### src/rtl/lif_pkg.sv
// Shared types and sizing helpers for the LIF neuron sequencer.
package lif_pkg;

    typedef enum logic [1:0] {
        OP_LOAD_W = 2'b00,
        OP_LOAD_I = 2'b01,
        OP_RUN    = 2'b10,
        OP_CLEAR  = 2'b11
    } op_e;

    typedef enum logic [1:0] {
        ST_IDLE  = 2'b00,
        ST_LOAD  = 2'b01,
        ST_RUN   = 2'b10,
        ST_CLEAR = 2'b11
    } state_e;

    // Holds 1..64 steps plus the zero that marks the done cycle.
    localparam int STEPS_W = 7;

    function automatic int lif_inputs(input int n_stages);
        return 32'sd1 << n_stages;
    endfunction

    function automatic int lif_bytes(input int n_stages);
        int b;
        b = lif_inputs(n_stages) / 32'sd8;
        return (b < 32'sd1) ? 32'sd1 : b;
    endfunction

endpackage

### src/rtl/lif_sequencer_if.sv
// Valid/ready command byte channel between host and sequencer.
interface lif_sequencer_if;
    logic       cfg_valid;
    logic       cfg_ready;
    logic [7:0] cfg_data;

    modport master (output cfg_valid, output cfg_data, input cfg_ready);
    modport slave  (input cfg_valid, input cfg_data, output cfg_ready);
endinterface

### src/rtl/lif_spike_counter.sv
// Saturating spike counter plus optional 8-step spike raster.
// Raster register exists only when LIF_SEQ_SPIKE_RASTER_EN is defined.
module lif_spike_counter #(
    parameter int CNT_BITS = 8
) (
    input  logic                clk,
    input  logic                rst_n,
    input  logic                clr_i,
    input  logic                en_i,
    input  logic                spike_i,
    output logic [CNT_BITS-1:0] count_o,
    output logic [7:0]          raster_o
);

    logic [CNT_BITS-1:0] count_q;

    // Count spikes on step cycles, sticking at all-ones.
    always_ff @(posedge clk or negedge rst_n) begin
        if (!rst_n) begin
            count_q <= '0;
        end else if (clr_i) begin
            count_q <= '0;
        end else if (en_i && spike_i && (count_q != {CNT_BITS{1'b1}})) begin
            count_q <= count_q + CNT_BITS'(1);
        end else begin
            count_q <= count_q;
        end
    end

    assign count_o = count_q;

`ifdef LIF_SEQ_SPIKE_RASTER_EN
    logic [7:0] raster_q;

    // Newest step lands in bit 0.
    always_ff @(posedge clk or negedge rst_n) begin
        if (!rst_n) begin
            raster_q <= 8'h00;
        end else if (clr_i) begin
            raster_q <= 8'h00;
        end else if (en_i) begin
            raster_q <= {raster_q[6:0], spike_i};
        end else begin
            raster_q <= raster_q;
        end
    end

    assign raster_o = raster_q;
`else
    assign raster_o = 8'h00;
`endif

endmodule

### src/rtl/lif_sequencer.sv
// Command-driven sequencer for one LIF neuron: loads weights/inputs, clears, runs steps.
// Optional spike raster via LIF_SEQ_SPIKE_RASTER_EN (see lif_spike_counter).
module lif_sequencer
    import lif_pkg::*;
#(
    parameter int N_STAGES = 5,
    parameter int CNT_BITS = 8
) (
    input  logic                clk,
    input  logic                rst_n,
    lif_sequencer_if.slave      cfg,
    output logic [7:0]          nrn_byte,
    output logic                nrn_load_en,
    output logic                nrn_load_weights,
    output logic                nrn_step,
    output logic                nrn_clear,
    input  logic                nrn_spike,
    output logic                busy,
    output logic                done,
    output logic [CNT_BITS-1:0] spike_count,
    output logic [7:0]          spike_raster
);

    localparam int BYTES = lif_bytes(N_STAGES);
    localparam int BL_W  = $clog2(BYTES + 1);

    state_e             state_q, state_d;
    logic [BL_W-1:0]    bytes_left_q, bytes_left_d;
    logic [STEPS_W-1:0] steps_left_q, steps_left_d;
    logic               load_w_q, load_w_d;

    logic [7:0] byte_q, byte_d;
    logic       load_en_q, load_en_d;
    logic       step_q, step_d;
    logic       clear_q, clear_d;
    logic       done_q, done_d;
    logic       ready_q, ready_d;
    logic       busy_q, busy_d;

    logic accept_s;
    logic run_start_s;
    op_e  op_s;

    assign accept_s    = cfg.cfg_valid && ready_q;
    assign op_s        = op_e'(cfg.cfg_data[7:6]);
    assign run_start_s = accept_s && (state_q == ST_IDLE) && (op_s == OP_RUN);

    // State and framing counters.
    always_ff @(posedge clk or negedge rst_n) begin
        if (!rst_n) begin
            state_q      <= ST_IDLE;
            bytes_left_q <= '0;
            steps_left_q <= '0;
            load_w_q     <= 1'b0;
        end else begin
            state_q      <= state_d;
            bytes_left_q <= bytes_left_d;
            steps_left_q <= steps_left_d;
            load_w_q     <= load_w_d;
        end
    end

    // Next state: decode headers in IDLE, count payload bytes and steps.
    always_comb begin
        state_d      = state_q;
        bytes_left_d = bytes_left_q;
        steps_left_d = steps_left_q;
        load_w_d     = load_w_q;
        case (state_q)
            ST_IDLE: begin
                if (accept_s) begin
                    case (op_s)
                        OP_LOAD_W, OP_LOAD_I: begin
                            state_d      = ST_LOAD;
                            bytes_left_d = BL_W'(BYTES);
                            load_w_d     = (op_s == OP_LOAD_W);
                        end
                        OP_RUN: begin
                            state_d      = ST_RUN;
                            steps_left_d = {1'b0, cfg.cfg_data[5:0]} + 7'd1;
                        end
                        OP_CLEAR: begin
                            state_d = ST_CLEAR;
                        end
                        default: begin
                            state_d = ST_IDLE;
                        end
                    endcase
                end else begin
                    state_d = ST_IDLE;
                end
            end
            ST_LOAD: begin
                if (accept_s) begin
                    bytes_left_d = bytes_left_q - BL_W'(1);
                    state_d      = (bytes_left_q == BL_W'(1)) ? ST_IDLE : ST_LOAD;
                end else begin
                    state_d = ST_LOAD;
                end
            end
            ST_RUN: begin
                // steps_left == 0 is the trailing done cycle.
                if (steps_left_q != 7'd0) begin
                    steps_left_d = steps_left_q - 7'd1;
                    state_d      = ST_RUN;
                end else begin
                    state_d = ST_IDLE;
                end
            end
            ST_CLEAR: begin
                state_d = ST_IDLE;
            end
            default: begin
                state_d = ST_IDLE;
            end
        endcase
    end

    // Output next-values derived from the upcoming state so every output is a flop.
    always_comb begin
        byte_d    = byte_q;
        load_en_d = 1'b0;
        done_d    = 1'b0;
        step_d    = (state_d == ST_RUN) && (steps_left_d != 7'd0);
        clear_d   = (state_d == ST_CLEAR);
        ready_d   = (state_d == ST_IDLE) || (state_d == ST_LOAD);
        busy_d    = (state_d != ST_IDLE);
        if ((state_q == ST_LOAD) && accept_s) begin
            byte_d    = cfg.cfg_data;
            load_en_d = 1'b1;
            done_d    = (bytes_left_q == BL_W'(1));
        end else begin
            done_d = (state_d == ST_CLEAR) ||
                     ((state_d == ST_RUN) && (steps_left_d == 7'd0));
        end
    end

    // Registered neuron controls and status.
    always_ff @(posedge clk or negedge rst_n) begin
        if (!rst_n) begin
            byte_q    <= 8'h00;
            load_en_q <= 1'b0;
            step_q    <= 1'b0;
            clear_q   <= 1'b0;
            done_q    <= 1'b0;
            ready_q   <= 1'b1;
            busy_q    <= 1'b0;
        end else begin
            byte_q    <= byte_d;
            load_en_q <= load_en_d;
            step_q    <= step_d;
            clear_q   <= clear_d;
            done_q    <= done_d;
            ready_q   <= ready_d;
            busy_q    <= busy_d;
        end
    end

    lif_spike_counter #(
        .CNT_BITS (CNT_BITS)
    ) u_spike_counter (
        .clk      (clk),
        .rst_n    (rst_n),
        .clr_i    (run_start_s),
        .en_i     (step_q),
        .spike_i  (nrn_spike),
        .count_o  (spike_count),
        .raster_o (spike_raster)
    );

    assign cfg.cfg_ready    = ready_q;
    assign nrn_byte         = byte_q;
    assign nrn_load_en      = load_en_q;
    assign nrn_load_weights = load_w_q;
    assign nrn_step         = step_q;
    assign nrn_clear        = clear_q;
    assign busy             = busy_q;
    assign done             = done_q;

endmodule
### src/flat_wrapper.sv
// flat-port wrapper written by rule: the top's interface ports become plain ports
module lif_sequencer_flat import lif_pkg::*;
#(
    parameter int N_STAGES = 5,
    parameter int CNT_BITS = 8
)
  (clk, rst_n, nrn_byte, nrn_load_en, nrn_load_weights, nrn_step, nrn_clear, nrn_spike, busy, done, spike_count, spike_raster, cfg_cfg_valid, cfg_cfg_data, cfg_cfg_ready);
  lif_sequencer_if cfg_i ();
  input  logic clk;
  input  logic rst_n;
  output logic [7:0] nrn_byte;
  output logic nrn_load_en;
  output logic nrn_load_weights;
  output logic nrn_step;
  output logic nrn_clear;
  input  logic nrn_spike;
  output logic busy;
  output logic done;
  output logic [CNT_BITS-1:0] spike_count;
  output logic [7:0] spike_raster;
  input wire logic [$bits(cfg_i.cfg_valid)-1:0] cfg_cfg_valid;
  input wire logic [$bits(cfg_i.cfg_data)-1:0] cfg_cfg_data;
  output wire logic [$bits(cfg_i.cfg_ready)-1:0] cfg_cfg_ready;
  assign cfg_i.cfg_valid = cfg_cfg_valid;
  assign cfg_i.cfg_data = cfg_cfg_data;
  assign cfg_cfg_ready = cfg_i.cfg_ready;
  lif_sequencer #(.N_STAGES(N_STAGES), .CNT_BITS(CNT_BITS)) u_core (.clk(clk), .rst_n(rst_n), .cfg(cfg_i), .nrn_byte(nrn_byte), .nrn_load_en(nrn_load_en), .nrn_load_weights(nrn_load_weights), .nrn_step(nrn_step), .nrn_clear(nrn_clear), .nrn_spike(nrn_spike), .busy(busy), .done(done), .spike_count(spike_count), .spike_raster(spike_raster));
endmodule
### config.mk
export PLATFORM = sky130hd
export DESIGN_NAME = lif_sequencer_flat
export DESIGN_NICKNAME = d
export VERILOG_FILES = /design/src/rtl/lif_pkg.sv /design/src/rtl/lif_sequencer_if.sv /design/src/rtl/lif_spike_counter.sv /design/src/rtl/lif_sequencer.sv /design/src/flat_wrapper.sv
export SDC_FILE = /design/constraint.sdc
export NUM_CORES = 1
export LEC_CHECK = 0
export CAP_MARGIN = 20
export CORE_MARGIN = 4
export CORE_UTILIZATION = 30
export CTS_BUF_LIST = sky130_fd_sc_hd__clkbuf_4
export CTS_CLUSTER_SIZE = 8
export DETAILED_ROUTE_END_ITERATION = 10
export PLACE_DENSITY_LB_ADDON = 0.05
export SKIP_LAST_GASP = 1
export SYNTH_ARGS = -nofsm -noshare
export SYNTH_HDL_FRONTEND = slang
export SYNTH_SLANG_ARGS = --single-unit
### constraint.sdc
create_clock -name clk -period 7.8 [get_ports clk]
set_clock_uncertainty 0.2 [all_clocks]
set_input_delay 0.78 -clock clk [delete_from_list [all_inputs] [get_ports clk]]
set_output_delay 0.78 -clock clk [all_outputs]
set_load 0.01 [all_outputs]
==> flow_metrics.env, run 1 <==
export IMPL_outcome="finished clean"
export IMPL_start_util=0.314
export IMPL_critPathArrivalTime_ps=2930
export IMPL_setup_viol=0
export IMPL_core_area_sq_um=6420
export IMPL_p_switching_uw=130
export IMPL_clock_sinks=35
export IMPL_vias=1559
export IMPL_htreeDepth=2
export IMPL_ys_warn_count=0
export IMPL_slew_headroom=0.463
export IMPL_avgRoutedWirePerCell_um=14.8
export IMPL_yosysUniqueCellTypes=54
export IMPL_slowest_stage="nor3_4"
export IMPL_worst_pin_slew_ps=806
export IMPL_clockBufferDepth=2
export IMPL_synthCells=206
export IMPL_ff2ff_path_depth=8
export IMPL_startpoint_type="primary input"
export IMPL_grt_antenna_before_repair=0
export IMPL_synth_area_sq_um=2020
export IMPL_grt_max_degree=36
export IMPL_placed_cell_area_sq_um=2380
export IMPL_critPathCaptureType="register"
export IMPL_min_period_ps=2900
export IMPL_r2r_start="u_core.steps_left_q[0]$_DFF_PN0_"
export IMPL_areaGrowthSynthToFinish_pct=21.9
export IMPL_rrSetupSlack_ps=5070
export IMPL_p_per_area_nw_per_um2=183
export IMPL_numPortBuffers=34
export IMPL_fin_cells=317
export IMPL_synth_top_area_frac=0.422
export IMPL_routed_via_density=4.92
export IMPL_postCtsSetupBuffers=0
export IMPL_fin_setup_tns_ps=0
export IMPL_power_share_clock=0.302
export IMPL_hold_viol=0
export IMPL_layout_nets=257
export IMPL_synth_top_area_cell="dfrtp_1"
export IMPL_p_comb_frac=0.210
export IMPL_wl_um=4700
export IMPL_fill_cells=640
export IMPL_clock_fmax_ghz=0.345
export IMPL_fin_area_sq_um=2460
export IMPL_clock_latency_ps=350
export IMPL_placed_cells=309
export IMPL_grt_overflow_total=0
export IMPL_drive_gt1_frac=0.0833
export IMPL_drt_initial_drc_count=80
export IMPL_grt_usage=0.121
export IMPL_critPathMaxStageDelay_ps=490
export IMPL_hp_class="primary input to asynchronous set/reset pin"
export IMPL_dr_pass1_iters=4
export IMPL_die_area_sq_um=8090
export IMPL_r2r_end="u_core.done$_DFF_PN0_"
export IMPL_cts_tree="done"
export IMPL_cts_buffers=5
export IMPL_vdd_drop_max_mv=0.0927
export IMPL_ys_ff_latch=35
export IMPL_fin_crit_sh=0.372
export IMPL_clkTransAtPathRegs_ps=130
export IMPL_ioPinCount=43
export IMPL_cellLeakagePower_uw=0.00107
export IMPL_async_flop_share=1.00
export IMPL_intPower_uw=319
export IMPL_clock_root_buffer="clkbuf_4"
export IMPL_die_w_um=90.0
export IMPL_path_cells="clkdlybuf4s50_1 -> nand4b_1 -> nor3_4 -> a222oi_1 -> o21ai_0 -> nor3_1 -> a211o_1"
export IMPL_antenna_left=0
export IMPL_slew_viol_final=0
export IMPL_synthFlopType="dfrtp_1"
export IMPL_seqPwrFrac=0.488
export IMPL_synth_seq_area_share=0.435
export IMPL_dp_hpwl_um=3480
export IMPL_diodes=0
export IMPL_gp_congestion=0.754
export IMPL_drc=0
export IMPL_synth_edf_count=0
export IMPL_cts_resized=0
export IMPL_grt_pass1_wl_um=7980
export IMPL_rsz0062_at_grt="no"
export IMPL_required_ps=7830
export IMPL_fp_dieH_um=90.0
export IMPL_cts_hold_fix_buffers=0
export IMPL_synth_area_leaders="dfrtp_1 (42%), nor2_1 (4.3%), xnor2_1 (3.9%)"
export IMPL_crit_fanout=10
export IMPL_drv_cap=0
export IMPL_std_cell_rows=29
export IMPL_switching_share=0.289
export IMPL_criticalPathCategory="primary input to register"
export IMPL_avgSynthCellArea_sq_um=9.78
export IMPL_grt_pass1_vias=1617
==> sequential cells by signal, summed over array words and instances, names as in the netlist <==
name,count
u_core.nrn_byte,8
u_core.u_spike_counter.count_o,8
u_core.steps_left_q,7
u_core.bytes_left_q,3
u_core.state_q,2
u_core.busy,1
u_core.cfg.cfg_ready,1
u_core.done,1
u_core.nrn_clear,1
u_core.nrn_load_en,1
u_core.nrn_load_weights,1
u_core.nrn_step,1
==> worst max-delay path: cells and delay by family <==
kind | cells | cell delay [ps]
compound gates | 3 | 630
buf+inv | 1 | 480
simple gates | 3 | 1020
==> synthesized netlist by cell type, drive strengths merged, types with 3 or more instances <==
library cell,number
nor2b,3
nand4b,4
xnor2,9
nand2,16
mux2,7
nand4,3
xor2,5
o211ai,3
o21ai,10
nor3,4
dfrtp,34
a21oi,3
ha,6
inv,15
nor2,23
buf,13
nand3,9
o21bai,3
mux2i,3
==> worst max-delay path by stage <==
| stage | start | to | depth (start not counted) |
|---|---|---|---|
| 6_report | cfg_cfg_data[6] | u_core.done$_DFF_PN0_ | 7 |
| 3_3_place_gp | cfg_cfg_data[6] | u_core.done$_DFF_PN0_ | 7 |
| 3_5_place_dp | cfg_cfg_data[6] | u_core.done$_DFF_PN0_ | 7 |
| 5_1_grt | cfg_cfg_data[6] | u_core.done$_DFF_PN0_ | 7 |
| 2_1_floorplan | u_core.steps_left_q[0]$_DFF_PN0_ | u_core.done$_DFF_PN0_ | 8 |
| 4_1_cts | cfg_cfg_data[6] | u_core.done$_DFF_PN0_ | 7 |
==> routing by layer <==
layer / vias to the layer above / GRT usage / share of wire
met5: - / 0 / 0
li1: 770 / - / -
met4: 0 / 0.0446 / 0.012
met3: 8 / 0.0367 / 0.067
met2: 46 / 0.192 / 0.46
met1: 735 / 0.154 / 0.46
==> power groups by stage <==
stage                     clock [uW]  sequential, uW  combinational [uW]
after floorplan                    0             228                39.8
after global placement             0             225                95.7
after detailed placement           0             224                95.1
after CTS                        143             220                95.5
after global routing             150             223                 104
final                            135             219                94.2
==> placed cells by master, fill, tap and decap left out, types with 2 or more instances in the layout <==
master,n
a21oi_1,3
a22oi_1,2
a31oi_1,2
and3_1,2
clkbuf_4,5
clkdlybuf4s50_1,33
conb_1,8
dfrtp_1,34
ha_1,6
inv_1,14
mux2_1,4
mux2_2,3
mux2i_1,3
nand2_1,16
nand2b_1,2
nand3_1,9
nand4_1,3
nand4b_1,4
nor2_1,23
nor2b_1,3
nor3_1,3
o211ai_1,3
o21ai_0,7
o21ai_1,2
o21bai_1,3
o31ai_1,2
xnor2_1,9
xor2_1,5
==> per-stage QoR <==
step | hold WS, ps | utilization | worst slack [ps] | power [uW]
final | 296 | 0.382 | 4900 | 448
after detailed placement | 276 | 0.370 | 4560 | 319
after floorplan | 250 | - | 5360 | 268
after CTS | 303 | 0.382 | 4950 | 459
after global placement | 268 | 0.370 | 4610 | 321
after global routing | 330 | 0.382 | 4820 | 476
==> layout make-up <==
type,instances,area (sq um),share of cell area
well taps,77,96.3,0.0392
clock inverters,3,42.5,0.0173
multi-input cells,148,1010,0.412
flip-flops and latches,35,877,0.357
inverters,15,56.3,0.0229
repair buffers,34,335,0.137
clock buffers,5,37.5,0.0153
==> cells by family after synthesis <==
group | synth area share
AOI/OAI and AO/OA | 0.130
xor gates and xnor gates | 0.0608
adders and majority gates | 0.0372
buffers and inverters | 0.0763
DFF | 0.435
muxes | 0.0540
other | 0.00186
and+or+nand+nor | 0.205
(Power assumes the default switching activity.)
==> run 2, diff against run 1 <==
Clock period 7.8 ns to 2.4 ns, I/O delays scaled along.
==> run 2 against run 1 <==
Sequential share of layout area shrank 3.3 points. Critical path depth is 1 higher. Largest power group unchanged. Combinational power rose to 3.3 times the previous value. Critical path type is now register to register. Non-clock buffer count increased by 31.
==> flow_metrics.env, run 2 (same netlist as run 1, synthesis figures left out) <==
export IMPL_avgRoutedWirePerCell_um=14.2
export IMPL_rrSetupSlack_ps=50
export IMPL_ioPinCount=43
export IMPL_placed_cell_area_sq_um=2590
export IMPL_clkTransAtPathRegs_ps=130
export IMPL_fin_setup_tns_ps=0
export IMPL_numPortBuffers=34
export IMPL_grt_antenna_before_repair=0
export IMPL_required_ps=2460
export IMPL_grt_overflow_total=0
export IMPL_drc=0
export IMPL_vias=1664
export IMPL_p_comb_frac=0.227
export IMPL_hp_class="primary input to asynchronous set/reset pin"
export IMPL_slew_viol_final=0
export IMPL_cts_buffers=5
export IMPL_critPathCaptureType="register"
export IMPL_worst_pin_slew_ps=793
export IMPL_drt_initial_drc_count=73
export IMPL_path_buf_inv=1
export IMPL_power_share_clock=0.253
export IMPL_crit_fanout=4
export IMPL_worst_slack_ps=51.6
export IMPL_outcome="finished clean"
export IMPL_path_cells="inv_2 -> ha_2 -> or3b_4 -> or2_4 -> o221ai_1 -> nor2_1 -> nor4bb_4 -> a211o_1"
export IMPL_r2r_end="u_core.done$_DFF_PN0_"
export IMPL_fill_cells=640
export IMPL_dp_hpwl_um=3850
export IMPL_cellLeakagePower_uw=0.00121
export IMPL_layout_commonest_cell="dfrtp_1"
export IMPL_layout_nets=288
export IMPL_diodes=0
export IMPL_clock_sinks=35
export IMPL_ff2ff_path_depth=8
export IMPL_critPathArrivalTime_ps=2400
export IMPL_startpoint_type="register"
export IMPL_drv_cap=0
export IMPL_placed_cells=337
export IMPL_criticalPathCategory="register to register"
export IMPL_cts_tree="done"
export IMPL_die_w_um=90.0
export IMPL_min_period_ps=2350
export IMPL_intPower_uw=940
export IMPL_dr_pass1_iters=4
export IMPL_p_switching_uw=435
export IMPL_grt_max_degree=36
export IMPL_clock_latency_ps=350
export IMPL_routed_via_density=4.78
export IMPL_core_area_sq_um=6420
export IMPL_grt_pass1_vias=1682
export IMPL_vdd_drop_max_mv=0.200
export IMPL_std_cell_rows=29
export IMPL_setup_viol=0
export IMPL_hold_viol=0
export IMPL_grt_pass1_wl_um=8490
export IMPL_fin_cells=348
export IMPL_slew_headroom=0.471
export IMPL_regArea_sq_um=877
export IMPL_fin_area_sq_um=2700
export IMPL_wl_um=4950
export IMPL_switching_share=0.316
export IMPL_dp_slack_ps=-82.9
export IMPL_clockBufferDepth=2
export IMPL_critPathMaxStageDelay_ps=410
export IMPL_fp_dieH_um=90.0
export IMPL_clock_fmax_ghz=0.426
export IMPL_die_area_sq_um=8090
export IMPL_mostFrequentLayoutCells="dfrtp_1 (34), clkdlybuf4s50_1 (33), buf_4 (30), nor2_1 (23), nand2_1 (16)"
export IMPL_rsz0062_at_grt="yes"
export IMPL_start_util=0.314
export IMPL_crit_family="simple AND/OR/NAND/NOR gates"
export IMPL_drive_gt1_frac=0.210
export IMPL_htreeDepth=2
export IMPL_areaGrowthSynthToFinish_pct=34.1
export IMPL_grt_usage=0.130
export IMPL_antenna_left=0
export IMPL_slowest_stage="dfrtp_1"
export IMPL_p_per_area_nw_per_um2=509
export IMPL_multi_input_area_sq_um=1040
export IMPL_gp_congestion=0.841
export IMPL_seqPwrFrac=0.520
export IMPL_clock_root_buffer="clkbuf_4"
export IMPL_r2r_start="u_core.steps_left_q[0]$_DFF_PN0_"
export IMPL_fin_crit_sh=0.979
-- run 2: layer usage --
metal | part of all wire | vias up | GRT usage
met3 | 0.042 | 7 | 0.0284
met1 | 0.50 | 781 | 0.182
li1 | - | 838 | -
met2 | 0.44 | 38 | 0.195
met4 | 0.015 | 0 | 0.0497
met5 | 0 | - | 0
-- run 2: through the flow --
stage           util  hold WS [ps]  power [uW]
6_report       0.421           299        1370
5_1_grt        0.421           337        1460
4_1_cts        0.416           311        1410
3_5_place_dp   0.403           193        1050
3_3_place_gp   0.403           191        1040
2_1_floorplan      -          -256         870
-- run 2: layout make-up --
type	instances	area share
multi-input cells	148	0.385
flip-flops and latches	35	0.325
repair buffers	65	0.211
well taps	77	0.0356
inverters	15	0.0208
clock buffers	5	0.0139
clock inverters	3	0.00926
-- run 2: worst reg2reg max path, delay by kind of cell (launching register included) --
kind                     cells  cell delay (ps)
adder cells (fa/ha/maj)      1              170
AND/OR/NAND/NOR              4              910
buffers and inverters        1               60
flip-flops                   1              410
AO/OA/AOI/OAI                2              490
-- run 2: worst max path at each step --
stage                                           from                    end  slack (ps)  depth (start not counted)
finish              u_core.steps_left_q[0]$_DFF_PN0_  u_core.done$_DFF_PN0_          50                          8
global route        u_core.steps_left_q[1]$_DFF_PN0_  u_core.done$_DFF_PN0_         -40                          8
CTS                 u_core.steps_left_q[1]$_DFF_PN0_  u_core.done$_DFF_PN0_          20                          8
detailed placement                   cfg_cfg_data[6]  u_core.done$_DFF_PN0_         -80                          8
global placement                     cfg_cfg_data[6]  u_core.done$_DFF_PN0_         -90                          8
floorplan           u_core.steps_left_q[0]$_DFF_PN0_  u_core.done$_DFF_PN0_          10                          8
-- run 2: timing repair --
item,in CTS,in global routing
buffers inserted,0,2
resized for setup,2,5
hold endpoints to repair,34,0
setup endpoints to repair,2,2
hold buffers,1,0
pin swaps,4,3
gates cloned,0,0
-- run 2: power groups by stage --
stage                     Clock, uW  Combinational, uW  Sequential [uW]
after global routing            392                344              727
final                           348                312              714
after global placement            0                313              728
after CTS                       372                319              717
after detailed placement          0                317              729
after floorplan                   0                129              741
==> run 3, diff against run 2 <==
==> constraint.sdc (replaced) <==
create_clock -name clk -period 2.4 [get_ports clk]
set_clock_uncertainty 0.2 [all_clocks]
set_input_delay 0.24 -clock clk [delete_from_list [all_inputs] [get_ports clk]]
set_output_delay 0.24 -clock clk [all_outputs]
set_load 0.005 [all_outputs]
==> results of run 3 <==
The final DEF is identical to that of run 2. Status: finished clean.
Among the figures that moved: total power 1370 uW -> 1350 uW
